**src/rtl/spi_reg_decoder.sv**
```systemverilog
// Command decoder between the SPI byte interface and the PWM register file.
// Optional build macro: SPI_DECODER_BURST_EN (auto-increment burst access).
module spi_reg_decoder #(
  parameter int                ADDR_W   = 6,
  parameter int                DATA_W   = 8,
  parameter logic [ADDR_W-1:0] MAX_ADDR = 6'h0D
) (
  input  logic              clk,
  input  logic              rst_n,
  input  logic              cs_n,
  input  logic [DATA_W-1:0] rx_byte,
  input  logic              rx_valid,
  output logic [DATA_W-1:0] tx_byte,
  output logic              tx_load,
  output logic              read,
  output logic              write,
  output logic [ADDR_W-1:0] addr,
  output logic [DATA_W-1:0] data_write,
  input  logic [DATA_W-1:0] data_read,
  output logic              err
);

  typedef enum logic [2:0] {
    S_IDLE,
    S_CMD,
    S_WDATA,
    S_WR,
    S_RD,
    S_TX,
`ifdef SPI_DECODER_BURST_EN
    S_SKIP,
    S_RD_WAIT
`else
    S_SKIP
`endif
  } state_t;

  state_t              state_q;
  logic [1:0]          rst_sync_q;
  logic                rst_sync_n;
  logic                cs_n_q;
  logic [ADDR_W-1:0]   addr_q;
  logic [DATA_W-1:0]   data_write_q;
  logic [DATA_W-1:0]   tx_byte_q;
  logic                read_q;
  logic                write_q;
  logic                tx_load_q;
  logic                err_q;
  logic [ADDR_W-1:0]   cmd_addr;
  logic                cmd_illegal;

  assign cmd_addr    = rx_byte[ADDR_W-1:0];
  assign cmd_illegal = (cmd_addr > MAX_ADDR);

`ifdef SPI_DECODER_BURST_EN
  logic [ADDR_W-1:0] addr_inc;
  logic              addr_inc_illegal;
  // Natural ADDR_W-bit wrap gives the 3F -> 00 roll-over.
  assign addr_inc         = addr_q + {{(ADDR_W-1){1'b0}}, 1'b1};
  assign addr_inc_illegal = (addr_inc > MAX_ADDR);
`endif

  // Reset asserts asynchronously but is released on a clock edge.
  always_ff @(posedge clk or negedge rst_n) begin
    if (!rst_n) begin
      rst_sync_q <= 2'b00;
    end else begin
      rst_sync_q <= {rst_sync_q[0], 1'b1};
    end
  end

  assign rst_sync_n = rst_sync_q[1];

  always_ff @(posedge clk or negedge rst_sync_n) begin
    if (!rst_sync_n) begin
      state_q      <= S_IDLE;
      cs_n_q       <= 1'b1;
      addr_q       <= '0;
      data_write_q <= '0;
      tx_byte_q    <= '0;
      read_q       <= 1'b0;
      write_q      <= 1'b0;
      tx_load_q    <= 1'b0;
      err_q        <= 1'b0;
    end else begin
      cs_n_q    <= cs_n;
      read_q    <= 1'b0;
      write_q   <= 1'b0;
      tx_load_q <= 1'b0;

      // Frame end has priority: it discards pending accesses and any strobe due now.
      if (cs_n) begin
        state_q <= S_IDLE;
        err_q   <= 1'b0;
      end else begin
        case (state_q)
          S_IDLE: begin
            if (cs_n_q) state_q <= S_CMD;
          end

          S_CMD: begin
            if (rx_valid) begin
              addr_q <= cmd_addr;
              if (cmd_illegal) begin
                err_q   <= 1'b1;
                state_q <= S_SKIP;
              end else if (rx_byte[DATA_W-1]) begin
                state_q <= S_WDATA;
              end else begin
                read_q  <= 1'b1;
                state_q <= S_RD;
              end
            end
          end

          S_WDATA: begin
            if (rx_valid) begin
              data_write_q <= rx_byte;
              write_q      <= 1'b1;
              state_q      <= S_WR;
            end
          end

          S_WR: begin
            if (rx_valid) err_q <= 1'b1;
`ifdef SPI_DECODER_BURST_EN
            if (addr_inc_illegal) begin
              err_q   <= 1'b1;
              state_q <= S_SKIP;
            end else begin
              addr_q  <= addr_inc;
              state_q <= S_WDATA;
            end
`else
            state_q <= S_CMD;
`endif
          end

          S_RD: begin
            if (rx_valid) err_q <= 1'b1;
            tx_byte_q <= data_read;
            tx_load_q <= 1'b1;
            state_q   <= S_TX;
          end

          S_TX: begin
            if (rx_valid) err_q <= 1'b1;
`ifdef SPI_DECODER_BURST_EN
            if (addr_inc_illegal) begin
              err_q   <= 1'b1;
              state_q <= S_SKIP;
            end else begin
              state_q <= S_RD_WAIT;
            end
`else
            state_q <= S_CMD;
`endif
          end

`ifdef SPI_DECODER_BURST_EN
          // The dummy byte of the previous read paces the next one.
          S_RD_WAIT: begin
            if (rx_valid) begin
              addr_q  <= addr_inc;
              read_q  <= 1'b1;
              state_q <= S_RD;
            end
          end
`endif

          S_SKIP: begin
            if (rx_valid) state_q <= S_CMD;
          end

          default: state_q <= S_IDLE;
        endcase
      end
    end
  end

  assign tx_byte    = tx_byte_q;
  assign tx_load    = tx_load_q;
  assign read       = read_q;
  assign write      = write_q;
  assign addr       = addr_q;
  assign data_write = data_write_q;
  assign err        = err_q;

endmodule
```
**config.mk**
```make
export PLATFORM = sky130hd
export DESIGN_NAME = spi_reg_decoder
export DESIGN_NICKNAME = d
export VERILOG_FILES = /design/src/rtl/spi_reg_decoder.sv
export SDC_FILE = /design/constraint.sdc
export NUM_CORES = 1
export LEC_CHECK = 0
export ABC_AREA = 1
export CAP_MARGIN = 20
export CORE_MARGIN = 2
export CORE_UTILIZATION = 50
export CTS_BUF_LIST = sky130_fd_sc_hd__clkbuf_8
export DETAILED_ROUTE_END_ITERATION = 16
export PLACE_DENSITY = 0.9
export SLEW_MARGIN = 15
export SYNTH_ARGS = -nofsm -noshare
export SYNTH_HDL_FRONTEND = slang
export SYNTH_SLANG_ARGS = --single-unit
```
**constraint.sdc**
```tcl
create_clock -name clk -period 1.9 [get_ports clk]
set_input_delay 0.38 -clock clk [delete_from_list [all_inputs] [get_ports clk]]
set_output_delay 0.38 -clock clk [all_outputs]
set_load 0.005 [all_outputs]
```
# Word-level counts from Yosys, hierarchy flattened
# Index checks and enable logic that the tools add are counted.
dict set report word_totals {
  input_bits 20
  elab_cells 56
  regBits 32
  output_inout_bits 26
}
dict set report classes {
  n_lt_le_gt_ge 1
  reduce_logical 9
  eq_ne 12
  muxes 23
  n_bitwise 1
}
# cell count
set ops {}
lappend ops {{2-to-1 mux 3 bit} 7}
lappend ops {{one-hot mux 3 bit (6 select lines)} 1}
lappend ops {{inequality test 3 bit (second input constant)} 5}
lappend ops {{2-to-1 mux 1 bit} 14}
lappend ops {{== test 3 bit (second input constant)} 3}
lappend ops {{AND reduction 4 bit} 2}
lappend ops {{== test 3 x 2 -> 1 bit (second input constant)} 2}
lappend ops {{> comparator 6 x 4 -> 1 bit (second input constant)} 1}
lappend ops {{AND reduction 3 bit} 2}
lappend ops {{== test 3 x 1 -> 1 bit (second input constant)} 1}
lappend ops {{zero test 3 bit} 1}
lappend ops {{inequality test 3 x 1 -> 1 bit (second input constant)} 1}
lappend ops {{nonzero test 3 bit} 1}
lappend ops {{OR reduction 3 bit} 1}
lappend ops {{one-hot mux 1 bit (2 select lines)} 1}
lappend ops {{AND reduction 2 bit} 1}
lappend ops {{OR reduction 2 bit} 1}
lappend ops {{inverter 1 bit} 1}

# Logic depth before layout (Yosys ltp)
# Gate-level depths: netlist (run 1).
dict set report logic_depth {
  depth_word 5
  mapped_depth 7
  depth_no_buf 7
}

# Least setup slack after synthesis (run 1)
# Ideal clock, no wire load.
dict set report synth_timing {
  path_type {reg2reg}
  start {register state_q[2]}
  end {register addr_q[3] (netlist: addr[3])}
  setup_time_ns 0.118
  required_ns 1.782
  path_slack_ns 0.737
  path_stages_with_launch 8
  arrival_time_ns 1.045
  path_cell_list {dfrtp_1 > nor2_2 > nand2_2 > nor2_2 > nand2_2 > buf_6 > nand2_2 > o21ai_2}
}
dict set report synth_between {
  elab_chain_cells 2
}
# element line
set synth_lines {}
lappend synth_lines {{start, declared} 38} ;# state_t state_q;
lappend synth_lines {{start signal, assigned} 76} ;# state_q <= S_IDLE;
lappend synth_lines {{start signal, assigned} 93} ;# state_q <= S_IDLE;
lappend synth_lines {{start signal, assigned} 98} ;# if (cs_n_q) state_q <= S_CMD;
lappend synth_lines {{== test 3 x 1 -> 1 bit} 96} ;# case (state_q)
lappend synth_lines {{AND reduction 3 bit (no line)} --}
lappend synth_lines {{end signal, assigned} 103} ;# addr_q <= cmd_addr;
lappend synth_lines {{end, declared} 42} ;# logic [ADDR_W-1:0] addr_q;
# No other way between the ends.
# A chain may end at the register's enable or synchronous reset.

# Worst setup path in the final report (run 1)
dict set report layout_timing {
  start {register tx_byte_q[0] (netlist: tx_byte[0])}
  end {output tx_byte[0]}
}
# element line
set layout_rtl {}
lappend layout_rtl {{start, declared} 44} ;# logic [DATA_W-1:0] tx_byte_q;
lappend layout_rtl {{start signal, assigned} 141} ;# tx_byte_q <= data_read;
lappend layout_rtl {{end, declared} 13} ;# output logic [DATA_W-1:0] tx_byte,
# No word-level cell between the ends.

==> results of run 1 <==
-- flip-flops by register name, summed over array words and instances (netlist names) --
name,flops
addr,6
write,1
tx_load,1
data_write,8
rst_sync_q,2
err,1
read,1
cs_n_q,1
tx_byte,8
state_q,3
-- cell type report --
class	instances	area (um2)
clock buffer	6	82.58
multi-input combinational	102	490.5
clock inverter	2	7.507
fill	180	595.6
inverter	15	56.30
sequential	32	802.0
tap	30	37.54
timing repair buffer	48	473.0
-- where the power goes --
group | switching [W] | total [W] | leakage [nW] | internal (W)
logic | 0.000517 | 0.00117 | 0.509 | 0.000652
clock network | 0.000221 | 0.000505 | 0.0538 | 0.000284
registers | 0.000175 | 0.00113 | 0.405 | 0.000954
-- cells by family (layout without fill, tap and decap cells) --
group	Yosys count	count (layout)	synth area share (%)
AOI/OAI and AO/OA	18	18	9.306
DFF	32	32	58.49
buffers and inverters	17	71	5.748
other	1	1	0.2735
and+or+nand+nor	83	83	26.19
-- cells in the mapped netlist, drive strengths merged --
| library cell | n | area (um2) |
|---|---|---|
| nand4 | 2 | 12.51 |
| nor2 | 9 | 48.80 |
| inv | 15 | 56.31 |
| dfrtp | 31 | 775.7 |
| nand3 | 8 | 45.04 |
| nand2 | 64 | 252.7 |
| conb | 1 | 3.750 |
| dfstp | 1 | 26.28 |
| o21ai | 16 | 117.6 |
| buf | 2 | 22.52 |
| a21oi | 2 | 10.01 |
-- worst max-delay path by stage --
| stage | start | to | slack (ps) |
|---|---|---|---|
| final | tx_byte[0] | tx_byte[0] | 380 |
| after global routing | cs_n | state_q[0] | 310 |
| after CTS | tx_byte[0] | tx_byte[0] | 350 |
| after detailed placement | cs_n | state_q[0] | 180 |
| after global placement | cs_n | addr[1] | 230 |
| after floorplan | state_q[2] | addr[3] | 740 |
-- routing by layer --
| layer | track usage, % | part of all wire, % | vias up |
|---|---|---|---|
| met5 | 0 | 0 | - |
| met4 | 11.22 | 2.0 | 0 |
| met3 | 6.221 | 8.2 | 5 |
| met2 | 36.47 | 51 | 50 |
| met1 | 24.70 | 39 | 541 |
| li1 | - | - | 574 |
-- stage by stage --
step	hold WS [ps]	instance area, um2	utilization (%)	instances	worst slack, ps
3_5_place_dp	200.5	1859	73.06	227	185.0
2_1_floorplan	84.41	1371	-	151	736.7
4_1_cts	205.2	1949	76.60	235	353.7
5_1_grt	209.2	1949	76.60	235	306.0
3_3_place_gp	186.5	1859	73.06	227	230.0
6_report	195.1	1949	76.60	235	375.0
==> results.json, run 1 <==
{
  "r2r_start": "state_q[2]",
  "critPathSlowestCell": "clkdlybuf4s50_1",
  "cts-resized-gates": 0,
  "rows": 18,
  "cp_num_cells": 1,
  "start_kind": "flop",
  "die_w_um": 56.37,
  "fmax_ghz": 0.6558,
  "synth_fp_nets": 171,
  "path_clk_slew_ps": 60,
  "drt_drc_violations_left": 0,
  "routabilityCongestion": 0.8238,
  "root_buffer": "clkbuf_8",
  "rr_endpoint": "addr[3]",
  "rsz0062_at_grt": "no",
  "start_util_pct": 53.88,
  "hold_path.class": "reg2async",
  "hold_viol": 0,
  "clk_path_buf_depth": 2,
  "htree_levels": 2,
  "drv_cap": 0,
  "required_ps": 1520,
  "path_cells": "clkdlybuf4s50_1",
  "synth_seq_cells": 32,
  "power_density_mw_per_mm2": 1438,
  "final_cell_mix": "59 x nand2_1, 45 x clkdlybuf4s50_1, 31 x dfrtp_1, 15 x inv_1, 10 x o21ai_2",
  "setup_tns_ps": 0,
  "cts_hold_buf": 0,
  "finalWirelength_um": 3020,
  "firstDrtPassIters": 4,
  "end_kind": "primary output",
  "grt_pass1_wl_um": 5230,
  "rrSetupSlack_ps": 500,
  "pin_count": 46,
  "dieHeight_um": 56.37,
  "leakage_nw": 0.9672,
  "viasPerCell": 4.979,
  "antenna_found_initial": 0,
  "finalCritPeriodShare_pct": 80.26,
  "post_cts_buffers": 0,
  "hpwlAfterDp_um": 2282,
  "port_buffers": 45,
  "final_common_cell": "nand2_1",
  "die-area_mm2": 0.003178,
  "n_antenna_cell": 0,
  "setup_viol": 0,
  "syn_area_per_cell_um2": 9.082,
  "track_usage_pct": 21.57,
  "clock-sinks": 32,
  "crit_type": "reg2out",
  "syn_inst": 151,
  "path_buf_inv": 1,
  "worst_path_dominant_cell_family": "buffers and inverters",
  "layout.nets": 224,
  "ir_drop_uv": 1032,
  "coreArea_mm2": 0.002545,
  "layout-drive-gt1-share_pct": 15.61,
  "grt_pass1_vias": 1223,
  "clk_latency_ps": 280,
  "ys_seq_area_share_pct": 58.49,
  "slew_viol_final": 0,
  "run_status": "complete, no violations",
  "drt_iter0_markers": 38,
  "synth_cell_types": 18,
  "syn-cell-area_mm2": 0.001371,
  "critPathMaxStageDelay_ps": 520,
  "drtAntennaViolNets": 0,
  "routedWlPerCell_um": 12.85,
  "critical_path_arrival_ps": 1140,
  "post-route-min-period_ps": 1525,
  "numCtsBuffers": 5,
  "grt_max_degree": 19,
  "rr_worst_depth": 6,
  "vias": 1170,
  "area_growth_pct": 42.15,
  "cp_max_fo": 2,
  "power.total_w": 0.002804,
  "ys.warnings.count": 0,
  "grt_overflow": 0,
  "cts_tree": "yes",
  "finClkSkew_ps": 3.209
}
No activity file was read; power rests on OpenSTA's default activity.
==> run 2, diff against run 1 <==
Settings changed: CORE_UTILIZATION 50 to 42, PLACE_DENSITY 0.9 to 0.8.
Clock period 1.9 ns to 1.36 ns, I/O delays scaled along.
==> results.json, run 2 (synthesis gave the netlist of run 1 again) <==
{
  "n_antenna_cell": 0,
  "end_kind": "flop",
  "layout.nets": 232,
  "clk_path_buf_depth": 2,
  "setup_viol": 0,
  "seq_power_share_pct": 41.4,
  "dieHeight_um": 61.14,
  "routedWlPerCell_um": 12.32,
  "worst_path_dominant_cell_family": "simple AND/OR/NAND/NOR gates",
  "coreArea_mm2": 0.003078,
  "post-route-min-period_ps": 1259,
  "hold_viol": 0,
  "comb_power_share_pct": 41.2,
  "viasPerCell": 4.688,
  "ir_drop_uv": 1283,
  "htree_levels": 2,
  "grt_pass1_wl_um": 5106,
  "start_kind": "flop",
  "pre_cts_slack_ps": -180.9,
  "rows": 20,
  "gr-usage-met3_pct": 7.983,
  "p_sw_w": 0.001327,
  "leakage_nw": 1.093,
  "layout-drive-gt1-share_pct": 18.87,
  "dp.cells": 246,
  "die-area_mm2": 0.003738,
  "intPower_w": 0.002459,
  "clock_power_share_pct": 17.4,
  "port_buffers": 45,
  "setup_slack_ps": 101.2,
  "clock-sinks": 32,
  "drv_cap": 0,
  "grt_busiest_layer": "met2",
  "firstDrtPassIters": 4,
  "critPathMaxStageDelay_ps": 430,
  "switching_share_pct": 35.05,
  "drt_drc_violations_left": 0,
  "grt_pass1_vias": 1219,
  "critical_path_arrival_ps": 1430,
  "clk_latency_ps": 280,
  "track_usage_pct": 19.11,
  "crit_type": "reg2reg",
  "area_growth_pct": 47.08,
  "drtAntennaViolNets": 0,
  "finalWirelength_um": 3153,
  "rsz0062_at_grt": "no",
  "antenna_found_initial": 0,
  "setup_tns_ps": 0,
  "power_density_mw_per_mm2": 1877,
  "grt_overflow": 0,
  "finalCritPeriodShare_pct": 92.56,
  "grtUsageMet1_pct": 20.27,
  "fmax_ghz": 0.7944,
  "drt_iter0_markers": 39,
  "start_util_pct": 44.55,
  "hpwlAfterDp_um": 2445,
  "routabilityCongestion": 0.9625,
  "run_status": "complete, no violations",
  "final_cell_mix": "59 x nand2_1, 31 x dfrtp_1, 26 x dlygate4sd2_1, 19 x clkdlybuf4s50_1, 14 x inv_1",
  "finClkSkew_ps": 5.962,
  "numCtsBuffers": 5,
  "hold_path.class": "in2async",
  "fin_area_mm2": 0.002017,
  "cts_tree": "yes",
  "path_cells": "nor2_4 -> nand2_2 -> nor2_2 -> nand2_4 -> nand2_1 -> o21ai_2",
  "path_buf_inv": 0,
  "root_buffer": "clkbuf_8",
  "cp_max_fo": 13,
  "required_ps": 1530,
  "vias": 1200,
  "critPathSlowestCell": "dfrtp_1",
  "dpl-instance-area_mm2": 0.001939,
  "met2_usage_pct": 34.04,
  "final_common_cell": "nand2_1",
  "n_fill_cell": 274,
  "slew_viol_final": 0,
  "grt_max_degree": 17,
  "finalNonFillerCells": 256,
  "pin_count": 46,
  "die_w_um": 61.14,
  "path_clk_slew_ps": 60,
  "cts_hold_buf": 0
}
run 2: worst paths after layout:
kind	slack [ps]	startpoint	cells past startpoint	end
max in group asynchronous	680	rst_sync_q[1]	1	addr[2]
max reg2reg	100	state_q[1]	6	addr[0]
min in group clk	360	rst_sync_q[0]	0	rst_sync_q[1]
max	100	state_q[1]	6	addr[0]
min	150	rst_n	1	rst_sync_q[0]
min reg2reg	160	rst_sync_q[1]	0	addr[4]
run 2: what timing repair did:
action,in CTS,in global routing
cloned,0,0
buffers inserted,3,0
endpoints found under the setup margin,27,4
resized for setup,27,2
run 2: cell type report:
type / instances / area, um2 / area share, %
clock buffers: 5 / 68.82 / 3.412
multi-input cells: 102 / 500.5 / 24.81
flip-flops and latches: 32 / 802.0 / 39.76
clock inverters: 2 / 8.758 / 0.4342
well taps: 44 / 55.05 / 2.730
repair buffers: 56 / 525.5 / 26.05
inverters: 15 / 56.30 / 2.792
run 2: routing by layer:
layer | share of wire [%] | routed length, um
met4 | 1.3 | 42
met2 | 53 | 1680
met3 | 7.5 | 235
met5 | 0 | 0
met1 | 38 | 1195
run 2: through the flow:
stage	util [%]	total power [W]	hold WS (ps)
floorplan	-	0.002338	-23.59
global placement	63.01	0.003208	151.7
detailed placement	63.01	0.003301	159.5
CTS	65.37	0.003797	146.8
global route	65.53	0.004096	137.8
finish	65.53	0.003786	148.2
run 2: power by group through the flow:
stage	sequential, W	combinational [W]	clock, W
2_1_floorplan	0.00160	0.000735	0
3_3_place_gp	0.00157	0.00164	0
3_5_place_dp	0.00158	0.00172	0
4_1_cts	0.00155	0.00157	0.000677
5_1_grt	0.00161	0.00177	0.000717
6_report	0.00157	0.00156	0.000660
==> run 3, diff against run 2 <==
Settings changed: CAP_MARGIN 20 to default, SLEW_MARGIN 15 to 20.
==> results of run 3 <==
Final layout, timing and power as in run 2 (identical DEF).
